==> config.mk <==
export PLATFORM = sky130hd
export DESIGN_NAME = ifetch_prefetch_queue
export DESIGN_NICKNAME = d
export VERILOG_FILES = /design/src/rtl/fetch_pkg.sv /design/src/rtl/iq_sync_fifo.sv /design/src/rtl/ifetch_prefetch_queue.sv
export SDC_FILE = /design/constraint.sdc
export NUM_CORES = 1
export LEC_CHECK = 0
export ABC_CLOCK_PERIOD_IN_PS = 8100
export CORE_ASPECT_RATIO = 1.2
export CORE_MARGIN = 2
export CORE_UTILIZATION = 45
export CTS_CLUSTER_DIAMETER = 150
export CTS_CLUSTER_SIZE = 8
export DETAILED_ROUTE_END_ITERATION = 10
export GPL_ROUTABILITY_DRIVEN = 0
export PLACE_DENSITY = 0.66
export REMOVE_ABC_BUFFERS = 1
export SYNTH_ARGS = -nofsm -noshare
export SYNTH_HDL_FRONTEND = slang
export SYNTH_SLANG_ARGS = --single-unit
==> constraint.sdc <==
create_clock -name clk -period 8.1 [get_ports clk]
set_input_delay 1.215 -clock clk [delete_from_list [all_inputs] [get_ports clk]]
set_output_delay 1.215 -clock clk [all_outputs]
set_load 0.02 [all_outputs]
==> src/rtl/fetch_pkg.sv <==
// rtl/fetch_pkg.sv - shared fetch front-end constants and the fetch-entry type
package fetch_pkg;

  localparam int XLEN = 32;
  localparam logic [XLEN-1:0] RESET_PC = 32'h0000_0000;
  localparam logic [31:0] NOP_INSTR = 32'h0000_0013;

  typedef struct packed {
    logic [XLEN-1:0] pc;
    logic [XLEN-1:0] instr;
  } fetch_entry_t;

endpackage

==> src/rtl/iq_sync_fifo.sv <==
// rtl/iq_sync_fifo.sv - synchronous circular buffer with push/pop/flush and registered head
module iq_sync_fifo #(
  parameter int WIDTH = 8,
  parameter int DEPTH = 4,
  parameter int CW    = $clog2(DEPTH) + 1
) (
  input  logic             clk,
  input  logic             rst,
  input  logic             flush,
  input  logic             push,
  input  logic [WIDTH-1:0] push_data,
  input  logic             pop,
  output logic [WIDTH-1:0] head_data,
  output logic [CW-1:0]    count
);
  import fetch_pkg::*;

  localparam int AW = $clog2(DEPTH);

  logic [WIDTH-1:0] mem [DEPTH];
  logic [AW-1:0]    wr_ptr;
  logic [AW-1:0]    rd_ptr;
  logic             push_ok;
  logic             pop_ok;

  // A push into a full buffer is only legal when the head leaves in the same cycle.
  assign pop_ok    = pop && (count != '0);
  assign push_ok   = push && ((count != CW'(DEPTH)) || pop_ok);
  assign head_data = mem[rd_ptr];

  always_ff @(posedge clk) begin
    if (rst || flush) begin
      wr_ptr <= '0;
      rd_ptr <= '0;
      count  <= '0;
    end else begin
      if (push_ok) wr_ptr <= wr_ptr + AW'(1);
      if (pop_ok)  rd_ptr <= rd_ptr + AW'(1);
      count <= count + CW'(push_ok) - CW'(pop_ok);
    end
  end

  always_ff @(posedge clk) begin
    if (!rst && !flush && push_ok) mem[wr_ptr] <= push_data;
  end

endmodule

==> src/rtl/ifetch_prefetch_queue.sv <==
// rtl/ifetch_prefetch_queue.sv - credit-based instruction prefetch queue feeding IF/ID
module ifetch_prefetch_queue #(
  parameter int DEPTH = 4,
  parameter int XLEN = fetch_pkg::XLEN,
  parameter logic [XLEN-1:0] RESET_PC = fetch_pkg::RESET_PC
) (
  input  logic            clk,
  input  logic            rst,
  input  logic            redirect_valid,
  input  logic [XLEN-1:0] redirect_pc,
  output logic            imem_req_valid,
  input  logic            imem_req_ready,
  output logic [XLEN-1:0] imem_req_addr,
  input  logic            imem_resp_valid,
  input  logic [XLEN-1:0] imem_resp_data,
  output logic            deq_valid,
  input  logic            deq_ready,
  output logic [XLEN-1:0] deq_instr,
  output logic [XLEN-1:0] deq_pc,
  output logic            protocol_err
);
  import fetch_pkg::*;

  localparam int CW = $clog2(DEPTH) + 1;

  logic [XLEN-1:0]   fetch_pc;
  logic [XLEN-1:0]   redirect_aligned;
  logic [XLEN-1:0]   tag_head;
  logic [2*XLEN-1:0] q_head;
  logic [CW-1:0]     q_count;
  logic [CW-1:0]     outstanding;
  logic [CW-1:0]     outstanding_next;
  logic [CW-1:0]     drop_cnt;
  logic              credit;
  logic              req_fire;
  logic              resp_take;
  logic              resp_keep;
  logic              deq_fire;

  // Every outstanding request owns a queue slot, so responses never overflow the queue.
  assign credit = ({1'b0, q_count} + {1'b0, outstanding}) < (CW+1)'(DEPTH);

  assign imem_req_valid   = !rst && !redirect_valid && credit;
  assign imem_req_addr    = fetch_pc;
  assign req_fire         = imem_req_valid && imem_req_ready;
  assign resp_take        = imem_resp_valid && (outstanding != '0);
  assign resp_keep        = resp_take && (drop_cnt == '0) && !redirect_valid;
  assign deq_valid        = (q_count != '0);
  assign deq_fire         = deq_valid && deq_ready;
  assign deq_pc           = q_head[2*XLEN-1:XLEN];
  assign deq_instr        = q_head[XLEN-1:0];
  assign outstanding_next = outstanding + CW'(req_fire) - CW'(resp_take);
  assign redirect_aligned = redirect_pc & ~XLEN'(3);

  // The tag FIFO occupancy is the outstanding-request count.
  iq_sync_fifo #(.WIDTH(XLEN), .DEPTH(DEPTH), .CW(CW)) u_tag_fifo (
    .clk       (clk),
    .rst       (rst),
    .flush     (1'b0),
    .push      (req_fire),
    .push_data (fetch_pc),
    .pop       (resp_take),
    .head_data (tag_head),
    .count     (outstanding)
  );

  iq_sync_fifo #(.WIDTH(2*XLEN), .DEPTH(DEPTH), .CW(CW)) u_instr_queue (
    .clk       (clk),
    .rst       (rst),
    .flush     (redirect_valid),
    .push      (resp_keep),
    .push_data ({tag_head, imem_resp_data}),
    .pop       (deq_fire),
    .head_data (q_head),
    .count     (q_count)
  );

  always_ff @(posedge clk) begin
    if (rst) begin
      fetch_pc     <= RESET_PC;
      drop_cnt     <= '0;
      protocol_err <= 1'b0;
    end else begin
      if (imem_resp_valid && (outstanding == '0) && !req_fire) protocol_err <= 1'b1;
      if (redirect_valid) begin
        fetch_pc <= redirect_aligned;
        drop_cnt <= outstanding_next;
      end else begin
        if (req_fire) fetch_pc <= fetch_pc + XLEN'(4);
        if (resp_take && (drop_cnt != '0)) drop_cnt <= drop_cnt - CW'(1);
      end
    end
  end

endmodule

### Word-level counts from Yosys, hierarchy flattened

Memories as Yosys holds them, arrays and structs flattened. A register that Yosys moved wholly into a read port is not among the register bits.
Index checks and enable logic that the tools add are counted.
Widths: inputs -> output; s select.

* bits of input ports: 70
* logic and storage cells: 70
* memories kept: 2
* output and inout bits: 99
* bits in registers: 50
* bits in writable memories: 384

* muxes and demuxes: 12
* $add $sub $neg: 13
* magnitude comparators: 1
* reduce and logical (&&, ||, !) cells: 30
* equality and inequality tests: 2

Memory list
* u_instr_queue.mem: words 4, bits a word 64, rd ports 1, clocked after memory_dff 1, wr ports 1, RTL line iq_sync_fifo.sv:20 `logic [WIDTH-1:0] mem [DEPTH];`
* u_tag_fifo.mem: words 4, bits a word 32, rd ports 1, clocked after memory_dff 1, wr ports 1, RTL line iq_sync_fifo.sv:20

Operators by type and width (number)
* $mux 32: 2
* $add 32x3->32 const B: 1
* $logic_and 1x1->1: 16
* $add 3x1->3: 3
* $reduce_bool 3->1: 3
* $sub 3x1->3: 3
* $add 2x1->2 const B: 4
* $mux 2: 4
* $logic_not 3->1: 2
* $mux 3: 2
* $ne 3x3->1 const B: 2
* $add 3x3->4: 1
* $lt 4x3->1 const B: 1
* $mux 1: 4
* $reduce_bool 2->1: 2
* $logic_not 1->1: 3
* $logic_or 1x1->1: 3
* $sub 3x1->3 const B: 1
* $reduce_or 2->1: 1

### Longest topological paths before layout

* depth in word-level cells: 8
* depth in mapped cells: 10
* depth with buffers taken out: 9

### Modules after synthesis

Synthesis repeated with hierarchy kept, for this count alone.

* cell total of the unflattened synthesis: 877
* area total of the unflattened synthesis: 16956.3 um^2

Modules (own cells, without submodules)
* iq_sync_fifo at u_instr_queue: instances 1, seq. area each 7867.5 um^2, cells an instance 380, area each 9699.3 um^2
* iq_sync_fifo at u_tag_fifo: instances 1, seq. area each 4023.9 um^2, cells an instance 213, area each 5074.9 um^2
* ifetch_prefetch_queue: instances 1, seq. area each 680.7 um^2, cells an instance 284, area each 2182.1 um^2

### Least setup slack after synthesis

Ideal clock, no wire load.

* path kind: input port to flip-flop
* from: input port redirect_valid
* to: memory u_instr_queue.mem[0][0] (netlist bit) (enable)
* data arrival time: 3524 ps
* required time: 7673 ps
* library setup time: 427 ps
* setup slack: 4150 ps
* stages: 3
* path buffers: 1
* cell sequence: clkbuf_1 > nor4_2 > and3_1

* word-level cells in the longest chain between the ends: 6
* elaborated cells on any way between the ends: 7
* those cells by class: 2 x mux; 5 x reduce/logical

Ends and longest elaborated chain
* from (decl): RTL line ifetch_prefetch_queue.sv:9 `input logic redirect_valid,`
* $logic_not 1->1: RTL line ifetch_prefetch_queue.sv:47 `assign resp_keep = resp_take && (drop_cnt == '0) && !redirect_valid;`
* $logic_and 1x1->1: RTL line ifetch_prefetch_queue.sv:47
* $logic_and 1x1->1: RTL line iq_sync_fifo.sv:28 `assign push_ok = push && ((count != CW'(DEPTH)) || pop_ok);`
* via u_instr_queue.push_ok: RTL line iq_sync_fifo.sv:23 `logic push_ok;`
* $logic_and 1x1->1: RTL line iq_sync_fifo.sv:44 `if (!rst && !flush && push_ok) mem[wr_ptr] <= push_data;`
* $mux 1: RTL line iq_sync_fifo.sv:44
* $mux 1 (not written as such): RTL line iq_sync_fifo.sv:44
* to (decl): RTL line iq_sync_fifo.sv:20

The timed path passes the listed nets, and every way through them passes these cells.

==> results.toml <==
[power]
powerDensity_nw_per_um2 = 264
vdd_drop_max_mv = 0.152
p_leak_uw = 0.00635

[outcome]
run_status = "finished clean"

[global_route]
grt_pass1_wl_um = 48700
grt.total_usage = 0.171
grt_antenna_before_repair = 0
grt_pass1_vias = 8745
overflow = 0
grt_max_degree = 63

[route]
wl_per_cell_um = 20.6
viasPerCell = 5.46
drc = 0
ant_nets = 0
drt_first_iter_violations = 505
routed_wl_um = 31300
vias = 8315
dr.pass1.iters = 5

[yosys]
synth_top_area_share = 0.683
yosys-top-cells-count = "edfxtp_1 (368), mux4_2 (92), dfxtp_1 (52)"
synthesis.area_um2 = 16200
synth_edf_count = 368
postSynthCellCount = 838
synth_warnings = 0
synth-seq-cells = 420
ys_async_sr_fraction = 0
avgSynthCellArea_um2 = 19.3
synth_ff_type = "edfxtp_1"
synth_most_common_cell = "edfxtp_1"
synth-seq-area-share = 0.747
yosysTopAreaCell = "edfxtp_1"
synthTopCellsByArea = "edfxtp_1 (68%), mux4_2 (13%), dfxtp_1 (6.4%), ha_1 (1.4%), nor2_1 (0.97%)"
synth_cell_type_count = 57

[timing]
worst_slack_ps = 3670
final_max_slew_viol_count = 0
finClkSkew_ps = 11.6
fin_crit_ps = 4430
max_freq_mhz = 226
report.final.setup_viol = 0
hold_viol = 0
setup_tns_ps = 0
maxSlewHeadroom = 0.295
tightest_slew_ps = 1060
rsz0062_at_grt = "false"
final.period_utilization = 0.546

[clock_tree]
cts-buffers-inserted = 58
cts.clk_slew.worst_paths_ps = 50
worstSkewPairLatency_ps = 570
hold_buffers = 0
post_cts_buffers = 0
cts.sinks = 420
cts_resized = 0
htree_levels = 2
cts_root_buffer = "clkbuf_16"
cts.path.max_buffers = 3
cts_tree = "yes"

[placed_design]
dp_worst_setup_slack_ps = 3590
dp.cells = 1436
io_buffers = 162
dp_hpwl_um = 18000

[cells_and_area]
area_delta_synth_final_pct = 23.2
antennaDiodeCount = 0
layout.nets = 1119
drive_gt1_frac = 0.174
final_cells = 1522

[worst_hold_path]
min_path_cells = 2
hp-class = "flip-flop to flip-flop"

[die]
start_util = 0.454
core-area_um2 = 35700
pin_count = 169
dieArea_um2 = 37500
die_h_um = 212
die_x_um = 177
fp-row-count = 76

[setup_path]
path_max_fanout = 42
required_ps = 6880
critPathKind = "flip-flop to output port"
rr_worst_depth = 6
r2r_setup_slack_ps = 4980
critPathLaunchType = "flip-flop"
critical_path_arrival_ps = 3210
cp-end-kind = "output port"

[run]
cap_violations = 0
## sequential cells by signal (all words and copies together) (netlist names), 2 cells and up, named ones only
| register | cells |
|---|---|
| u_tag_fifo.wr_ptr | 2 |
| u_instr_queue.rd_ptr | 2 |
| u_tag_fifo.count | 3 |
| imem_req_addr | 30 |
| u_instr_queue.wr_ptr | 2 |
| u_instr_queue.count | 3 |
| drop_cnt | 3 |
| u_tag_fifo.rd_ptr | 2 |
| u_tag_fifo.mem | 120 |
| u_instr_queue.mem | 248 |
## cell type report
cell class / count / area [um^2]
fillers: 2761 / 15700
clock buffers: 86 / 1640
flip-flops and latches: 420 / 12100
repair buffers: 167 / 1660
inverters: 27 / 101
multi-input cells: 354 / 3840
well taps: 468 / 586
## cells in the final DEF, fill, tap and decap left out, types with 3 or more instances in the layout
cell type        instances
xnor2_1                 11
fa_1                     3
dfxtp_1                 48
a21oi_1                 21
clkbuf_1                24
and3_4                   4
clkdlybuf4s50_1        162
mux2_2                   4
a211oi_1                 6
nand3_1                 12
clkbuf_16               62
and2_2                   4
o21ai_0                 10
nor4_1                   3
conb_1                   4
ha_1                    18
o21a_1                   3
or3_1                    3
mux4_2                  92
mux2i_1                  3
edfxtp_1               368
nor3_1                   8
a31oi_1                  6
and2_1                   7
a22oi_1                  4
nor2_1                  42
nand2_1                 24
inv_1                   26
nor4_2                   3
nand4_1                 18
and3_1                   4
xor2_1                   8
buf_4                    5
a32oi_1                  3
## worst max-delay path, stage by stage (launching register included)
cell,delay [ps]
dfxtp_4,630
buf_4,780
mux4_2,600
clkdlybuf4s50_1,610
## where the power goes
part	total (uW)	switching (uW)	internal, uW
Sequential	2540	63.2	2480
Combinational	552	285	267
Clock	2170	803	1360
## cells by family after synthesis
logic type / count (synthesis) / synth area share
compound gates: 67 / 0.0268
xor+xnor: 19 / 0.0103
fa+ha+maj: 21 / 0.0176
buf+inv: 67 / 0.0173
flops: 420 / 0.747
mux: 100 / 0.133
other cells: 1 / 0.000232
simple gates: 143 / 0.0469
## metrics by stage
stage | instance area (um^2) | hold WS (ps) | utilization | power, uW
2_1_floorplan | 16000 | 485 | - | 2930
3_3_place_gp | 18300 | 491 | 0.513 | 3130
3_5_place_dp | 18300 | 479 | 0.513 | 3140
4_1_cts | 19900 | 507 | 0.559 | 5330
5_1_grt | 19900 | 520 | 0.559 | 5460
6_report | 19900 | 508 | 0.559 | 5260
## layer usage
layer,vias to the layer above,track usage,wire length [um]
li1,3753,-,-
met1,4252,0.224,13400
met2,254,0.288,15700
met3,56,0.0309,1480
met4,0,0.0616,731
met5,-,0,0
## final timing paths
kind                             from              endpoint
hold / removal           protocol_err          protocol_err
setup reg to reg  u_tag_fifo.count[1]  u_tag_fifo.mem[0][3]
hold reg to reg          protocol_err          protocol_err
setup / recovery            flip-flop            deq_pc[23]
Note: power is estimated with default switching activity, not from simulation.
